==> config.mk <==
export PLATFORM = sky130hd
export DESIGN_NAME = micro_exec_seq
export DESIGN_NICKNAME = d
export VERILOG_FILES = /design/src/rtl/micro_exec_seq.sv
export SDC_FILE = /design/constraint.sdc
export NUM_CORES = 1
export LEC_CHECK = 0
export CAP_MARGIN = 10
export CELL_PAD_IN_SITES_DETAIL_PLACEMENT = 1
export CELL_PAD_IN_SITES_GLOBAL_PLACEMENT = 1
export CORE_MARGIN = 10
export CORE_UTILIZATION = 35
export CTS_BUF_LIST = sky130_fd_sc_hd__clkbuf_4
export CTS_CLUSTER_SIZE = 25
export DETAILED_ROUTE_END_ITERATION = 16
export GPL_ROUTABILITY_DRIVEN = 0
export GPL_TIMING_DRIVEN = 0
export MAX_ROUTING_LAYER = met4
export PLACE_DENSITY = 0.8
export SETUP_SLACK_MARGIN = 0.15
export SLEW_MARGIN = 20
export SYNTH_ARGS = -nofsm -noshare
export SYNTH_HDL_FRONTEND = slang
export SYNTH_SLANG_ARGS = --single-unit
==> constraint.sdc <==
create_clock -name clk -period 4.5 [get_ports clk]
set_input_delay 0.9 -clock clk [delete_from_list [all_inputs] [get_ports clk]]
set_output_delay 0.9 -clock clk [all_outputs]
set_load 0.02 [all_outputs]
==> src/rtl/micro_exec_seq.sv <==
// rtl/micro_exec_seq.sv - micro command execution sequencer
// Runs ALU add, optional store, regfile writeback and next-PC commit for one instruction at a time.
module micro_exec_seq #(
    parameter int XLEN      = 32,
    parameter int MICRO_LEN = 10
) (
    input  logic                 clk,
    input  logic                 rst,
    input  logic                 in_valid,
    output logic                 in_ready,
    input  logic [MICRO_LEN-1:0] micro_cmd,
    input  logic                 ebreak,
    input  logic [XLEN-1:0]      pc,
    input  logic [XLEN-1:0]      rs1_val,
    input  logic [XLEN-1:0]      rs2_val,
    input  logic [XLEN-1:0]      imm,
    input  logic [4:0]           rd_addr,
    output logic                 mem_wen,
    output logic [XLEN-1:0]      mem_waddr,
    output logic [XLEN-1:0]      mem_wdata,
    output logic [XLEN/8-1:0]    mem_wmask,
    input  logic                 mem_ready,
    output logic                 reg_wen,
    output logic [4:0]           reg_waddr,
    output logic [XLEN-1:0]      reg_wdata,
    output logic                 pc_next_valid,
    output logic [XLEN-1:0]      pc_next,
    output logic                 halt,
    output logic                 err
);

    localparam int STRB_W = XLEN / 8;

    typedef enum logic [2:0] {
        S_IDLE,
        S_EXEC,
        S_STORE,
        S_COMMIT,
        S_HALT
    } state_t;

    state_t state_q, state_d;

    logic            regen_q, pcjen_q, pcren_q;
    logic [1:0]      mwen_q, mren_q;
    logic [XLEN-1:0] pc_q, rs1_q, rs2_q, imm_q, sum_q;
    logic [4:0]      rd_q;
    logic            err_q;

    logic            accept;
    logic            err_set;
    logic [XLEN-1:0] sum;
    logic [XLEN-1:0] link;
    logic            misaligned;
    logic [STRB_W-1:0] base_mask;

    // imm_type only matters upstream where the immediate is formed
    logic unused_imm_type;
    assign unused_imm_type = &{1'b0, micro_cmd[2:0]};

    assign sum  = (pcren_q ? pc_q : rs1_q) + imm_q;
    assign link = pc_q + XLEN'(4);
    assign misaligned = ((mwen_q == 2'b10) && sum[0]) ||
                        ((mwen_q == 2'b11) && (sum[1:0] != 2'b00));

    always_comb begin
        case (mwen_q)
            2'b01:   base_mask = STRB_W'(4'b0001);
            2'b10:   base_mask = STRB_W'(4'b0011);
            2'b11:   base_mask = STRB_W'(4'b1111);
            default: base_mask = '0;
        endcase
    end

    always_comb begin
        state_d       = state_q;
        accept        = 1'b0;
        err_set       = 1'b0;
        in_ready      = 1'b0;
        mem_wen       = 1'b0;
        mem_waddr     = '0;
        mem_wdata     = '0;
        mem_wmask     = '0;
        reg_wen       = 1'b0;
        reg_waddr     = '0;
        reg_wdata     = '0;
        pc_next_valid = 1'b0;
        pc_next       = '0;
        case (state_q)
            S_IDLE: begin
                in_ready = 1'b1;
                if (in_valid) begin
                    accept  = 1'b1;
                    state_d = ebreak ? S_HALT : S_EXEC;
                end
            end
            S_EXEC: begin
                // Faulting instructions halt before any store or commit is visible
                if ((mren_q != 2'b00) || ((mwen_q != 2'b00) && misaligned)) begin
                    err_set = 1'b1;
                    state_d = S_HALT;
                end else if (mwen_q != 2'b00) begin
                    state_d = S_STORE;
                end else begin
                    state_d = S_COMMIT;
                end
            end
            S_STORE: begin
                mem_wen   = 1'b1;
                mem_waddr = {sum_q[XLEN-1:2], 2'b00};
                mem_wdata = rs2_q << {sum_q[1:0], 3'b000};
                mem_wmask = base_mask << sum_q[1:0];
                if (mem_ready) begin
                    state_d = S_COMMIT;
                end
            end
            S_COMMIT: begin
                reg_wen       = regen_q && (rd_q != 5'd0);
                reg_waddr     = rd_q;
                reg_wdata     = pcjen_q ? link : sum_q;
                pc_next_valid = 1'b1;
                pc_next       = !pcjen_q ? link :
                                (pcren_q ? sum_q : {sum_q[XLEN-1:1], 1'b0});
                state_d       = S_IDLE;
            end
            S_HALT: begin
                state_d = S_HALT;
            end
            default: begin
                state_d = S_IDLE;
            end
        endcase
    end

    assign halt = (state_q == S_HALT);
    assign err  = err_q;

    always_ff @(posedge clk) begin
        if (rst) begin
            state_q <= S_IDLE;
            regen_q <= 1'b0;
            pcjen_q <= 1'b0;
            pcren_q <= 1'b0;
            mwen_q  <= 2'b00;
            mren_q  <= 2'b00;
            pc_q    <= '0;
            rs1_q   <= '0;
            rs2_q   <= '0;
            imm_q   <= '0;
            rd_q    <= '0;
            sum_q   <= '0;
            err_q   <= 1'b0;
        end else begin
            state_q <= state_d;
            if (accept) begin
                regen_q <= micro_cmd[9];
                pcjen_q <= micro_cmd[8];
                pcren_q <= micro_cmd[7];
                mwen_q  <= micro_cmd[6:5];
                mren_q  <= micro_cmd[4:3];
                pc_q    <= pc;
                rs1_q   <= rs1_val;
                rs2_q   <= rs2_val;
                imm_q   <= imm;
                rd_q    <= rd_addr;
            end
            if (state_q == S_EXEC) begin
                sum_q <= sum;
            end
            if (err_set) begin
                err_q <= 1'b1;
            end
        end
    end

endmodule

[After elaboration in Yosys (flattened, before gate mapping)]
Index checks and enable logic that the tools add are counted.
Word-level totals
  input bits: 148
  register bits: 176
  output and inout port bits: 143
Operators by class
  reduce and logical (&&, ||, !) cells: 12
  equality and inequality tests: 9
  muxes and demuxes: 25
  shift operators: 2
  add/sub/neg operators: 2
Operators by type and width (number)
  2-to-1 mux 32 bit: 7
  adder 32 x 3 -> 32 bit (second input constant): 1
  adder 32 bit: 1
  << shifter 32 x 5 -> 32 bit: 1
  2-to-1 mux 3 bit: 4
  case mux 3 bit (4 select lines): 1
  case mux 4 bit (3 select lines): 1
  2-to-1 mux 1 bit: 10
  equality test 3 x 2 -> 1 bit (second input constant): 2
  nonzero test 2 bit: 3
  2-to-1 mux 5 bit: 1
  nonzero test 5 bit: 1
  equality test 2 bit (second input constant): 2
  logical AND 1 bit: 4
  2-to-1 mux 4 bit: 1
  != test 2 bit (second input constant): 2
  << shifter 4 x 2 -> 4 bit: 1
  equality test 3 x 1 -> 1 bit (second input constant): 1
  equality test 3 bit (second input constant): 1
  logical NOT 3 bit: 1
  equality test 2 x 1 -> 1 bit (second input constant): 1
  logical OR 1 bit: 2
  AND reduction 2 bit: 1

[Depth between registers and ports, before layout]
Gate-level depths: netlist (run 1).
  depth after elaboration: 9
  mapped depth: 14
  gate-level depth less buffers: 12

[Worst setup path before layout (run 1)]
Ideal clock, no wire load.
  kind: register -> register
  from: reg pcren_q
  to: reg sum_q[30]
  data arrival time: 3.588 ns
  setup slack: 0.821 ns
  setup time: 0.091 ns
  clock period less this slack: 3.679 ns
  cell stages (with the launch flop): 15
  path through: dfxtp_1 > clkbuf_1 > clkbuf_1 > mux2_2 > ha_1 > fa_1 > a211oi_2 > o21ai_1 > a22oi_2 > o31a_4 > o21ai_2 > a311o_1 > a41oi_1 > nor2_1 > a311oi_1
Between the ends
  word-level cells in the longest chain between the ends: 2
RTL lines
  start, declared: RTL line 44  | logic regen_q, pcjen_q, pcren_q;
  start signal, assigned: RTL line 158  | pcren_q <= micro_cmd[7];
  2-to-1 mux 32 bit: RTL line 61  | assign sum = (pcren_q ? pc_q : rs1_q) + imm_q;
  adder 32 bit: RTL line 61
  end signal, assigned: RTL line 168  | sum_q <= sum;
  end, declared: RTL line 46  | logic [XLEN-1:0] pc_q, rs1_q, rs2_q, imm_q, sum_q;
Every way passes these cells.
A chain may end at the register's enable or synchronous reset.

[Final worst setup path (run 1)]
  from: reg state_q[1]
  to: out reg_wdata[7]
Between the ends
  word-level cells in the longest chain between the ends: 2
RTL lines
  start, declared: RTL line 42  | state_t state_q, state_d;
  start signal, assigned: RTL line 154  | state_q <= state_d;
  equality test 3 x 2 -> 1 bit: RTL line 89  | case (state_q)
  2-to-1 mux 32 bit: RTL line 89
  end, declared: RTL line 25  | output logic [XLEN-1:0] reg_wdata,
Every way passes these cells.

==> impl_metrics.tcl, run 1 <==
set metrics [dict create \
    status "completed" \
    setup_violations 0 \
    area_growth_syn_to_layout_pct 36.6 \
    fin_area_um2 14100 \
    place_area_um2 13600 \
    cts_root_buf "clkbuf_4" \
    required_ns 3.60 \
    critPathKind "reg -> out" \
    postRouteAntennaNets 0 \
    path_delay_family "buffers and inverters" \
    numCtsBuffers 17 \
    tightest_slew_ns 1.08 \
    cts.clk_slew.worst_paths_ns 0.16 \
    post-dp-hpwl_mm 37.0 \
    drt_iter0_markers 627 \
    worst-path-buf-inv 4 \
    final_common_cell "nand2_1" \
    fin_crit_ns 4.22 \
    powerDensity_nw_per_um2 311 \
    multi_input_area_um2 6370 \
    vias_per_cell 5.31 \
    insertion_delay_ns 0.62 \
    hold_violations 0 \
    rsz0062_at_grt "yes" \
    final.period_utilization_pct 93.7 \
    relSlewSlack_pct 27.8 \
    fmax_mhz 237 \
    die-area_um2 36700 \
    cts.sink_count 176 \
    seq_area_um2 3530 \
    power.share.switching_pct 40.3 \
    drc 0 \
    cts_tree "built" \
    setup_slack_ns 0.284 \
    syn_inst 1430 \
    grt_pass1_vias 11900 \
    final_cell_mix "nand2_1, clkdlybuf4s50_1, a21oi_1, dfxtp_1, nor2_1" \
    async_flop_share_pct 0 \
    worstPathArrival_ns 3.32 \
    die_y_um 191 \
    hold_class "reg -> reg" \
    die_x_um 191 \
    initial_core_util_pct 35.7 \
    yosysWarnings 0 \
    p_total_mw 4.37 \
    synth_seq_cells 176 \
    cap_violations 0 \
    comb_power_share_pct 34.7 \
    grt_pass1_wl_mm 69.3 \
    num_vias 11400 \
    core_um2 28900 \
    synthFlopType "dfxtp_1" \
    yosys.area.top_type "dfxtp_1" \
    num_rows 62 \
    drtPass1Iterations 5 \
    routed_wirelength_mm 46.3 \
    cp_max_fo 10 \
    gr-total-overflow 0 \
    cts_max_level 4 \
    antenna_found_initial 5 \
    yosysSeqAreaShare_pct 34.2 \
    drive_above_1_share_pct 6.22 \
    cts-root-to-sink-buffers 2 \
    wire_per_inst_um 21.6 \
    fin_skew_ns 0.0312 \
    internal_power_mw 2.61 \
    grt_max_degree 17 \
    net-switching-power_mw 1.76 \
    critPathLaunchType "flip-flop" \
    cp_slowest_stage_delay_ns 0.68 \
    slew_viol_final 0 \
    synthDistinctLibCells 57 \
    ir_worst_vdd_mv 0.145 \
    grt_util_all_layers_pct 25.1 \
    final.setup.tns_ns 0 \
    yosysTopAreaCellShare_pct 34.2 \
    syn_area_per_cell_um2 7.20 \
    final_nets 1920 \
    netlist_top_cells_area "dfxtp_1, nand2_1, a21oi_1, nor2_1, a211oi_1" \
    crit_chain "inv_1 -> nor2_2 -> nand2_1 -> clkbuf_2 -> buf_1 -> a211oi_1 -> clkdlybuf4s50_1" \
    p_clk_share_pct 21.7 \
    fillers 3673 \
    utilization_pct 48.7 \
    seqPwrFrac_pct 43.6 \
    synth_edf_count 0 \
    pre_cts_ws_ns -0.0373 \
    pin_count 291 \
    port_buffers 284 \
    p_leak_nw 5.35 \
    critPathCaptureType "primary output" \
    synth_area_um2 10300 \
    cp_slowest_cell "clkdlybuf4s50_1" \
]
power by group through the flow:
stage	sequential [mW]	combinational, mW	clock, mW
2_1_floorplan	1.86	0.961	0
3_3_place_gp	1.93	1.45	0
3_5_place_dp	1.93	1.50	0
4_1_cts	1.90	1.51	0.956
5_1_grt	1.92	1.67	1.02
6_report	1.90	1.52	0.951
worst paths after layout:
kind / start / endpoint / slack [ns] / cells past startpoint
max: state_q[1] / reg_wdata[7] / 0.28 / 7
min: rs1_q[11] / rs1_q[11] / 0.46 / 2
max reg2reg: pcren_q / sum_q[29] / 0.30 / 13
min reg2reg: rs1_q[11] / rs1_q[11] / 0.46 / 2
timing repair:
action / in CTS / in global routing
buffers inserted: 1 / 4
setup endpoints to repair: 61 / 70
resized for setup: 25 / 24
hold endpoints to repair: 0 / 0
hold buffers: 0 / 0
pin swaps: 1 / 3
area by class of cell:
class,instances,area share [%]
antenna,5,0.0890
multi-input combinational,1136,45.4
sequential,176,25.1
inverter,11,0.294
clock buffer,20,1.07
timing repair buffer,289,20.7
buffer,108,3.12
tap,384,3.42
clock inverter,12,0.890
worst min-delay path: stages (launching register included):
cell	delay [ns]
dfxtp_1	0.34
nand2_1	0.05
a21oi_1	0.05
cell usage after synthesis, types with 2 or more instances:
cell type	number
o21ai_1	5
nor3_1	15
and3_1	11
o21bai_1	3
a2111oi_0	2
nor2b_1	14
o21ai_0	12
or3_1	3
inv_1	11
a22o_1	10
nand4_1	8
mux2i_1	23
a41oi_1	3
a21o_1	23
nand3_1	17
dfxtp_1	176
ha_1	32
and2_1	41
mux2_2	31
nor3b_1	2
buf_4	2
nor2_1	164
xnor2_1	35
xor2_1	22
and4_1	2
a311oi_1	2
a211oi_2	2
nand2_1	346
nand2b_1	3
clkbuf_1	93
a21oi_1	226
buf_1	11
nor4_1	3
a211oi_1	54
stage by stage:
| step | instances | hold slack, ns |
|---|---|---|
| global route | 2141 | 0.485 |
| floorplan | 1431 | 0.432 |
| CTS | 2132 | 0.464 |
| global placement | 2099 | 0.440 |
| finish | 2141 | 0.465 |
| detailed placement | 2099 | 0.444 |
metal layers:
layer	GRT usage, %	wire (um)
met1	28.8	19400
met2	43.2	22800
met3	6.20	3350
met4	5.98	726
met5	-	0
sequential cells by signal, summed over array words and instances, names as in the netlist:
signal,flops
mwen_q,2
imm_q,32
sum_q,32
mren_q,2
pc_q,32
rd_q,5
rs2_q,32
pcren_q,1
rs1_q,32
pcjen_q,1
regen_q,1
state_q,3
err,1
cell families (layout without fill, tap and decap cells):
logic type                 after synthesis  after routing  share of synthesized area [%]
AOI/OAI and AO/OA                      358            358                           20.9
xor gates and xnor gates                57             57                           4.85
adders and majority gates               33             33                           4.08
buffers and inverters                  119            440                           4.50
DFF                                    176            176                           34.2
muxes                                   54             54                           5.63
other                                    1              7                         0.0364
and+or+nand+nor                        632            632                           25.7
(Power assumes the default switching activity.)
==> run 2: changes to the inputs <==
--- a/config.mk
+++ b/config.mk
@@ -5,7 +5,6 @@
 export SDC_FILE = /design/constraint.sdc
 export NUM_CORES = 1
 export LEC_CHECK = 0
-export CAP_MARGIN = 10
 export CELL_PAD_IN_SITES_DETAIL_PLACEMENT = 1
 export CELL_PAD_IN_SITES_GLOBAL_PLACEMENT = 1
 export CORE_MARGIN = 10
==> results of run 2 <==
No change in the layout: final DEF, timing and power equal those of run 1.
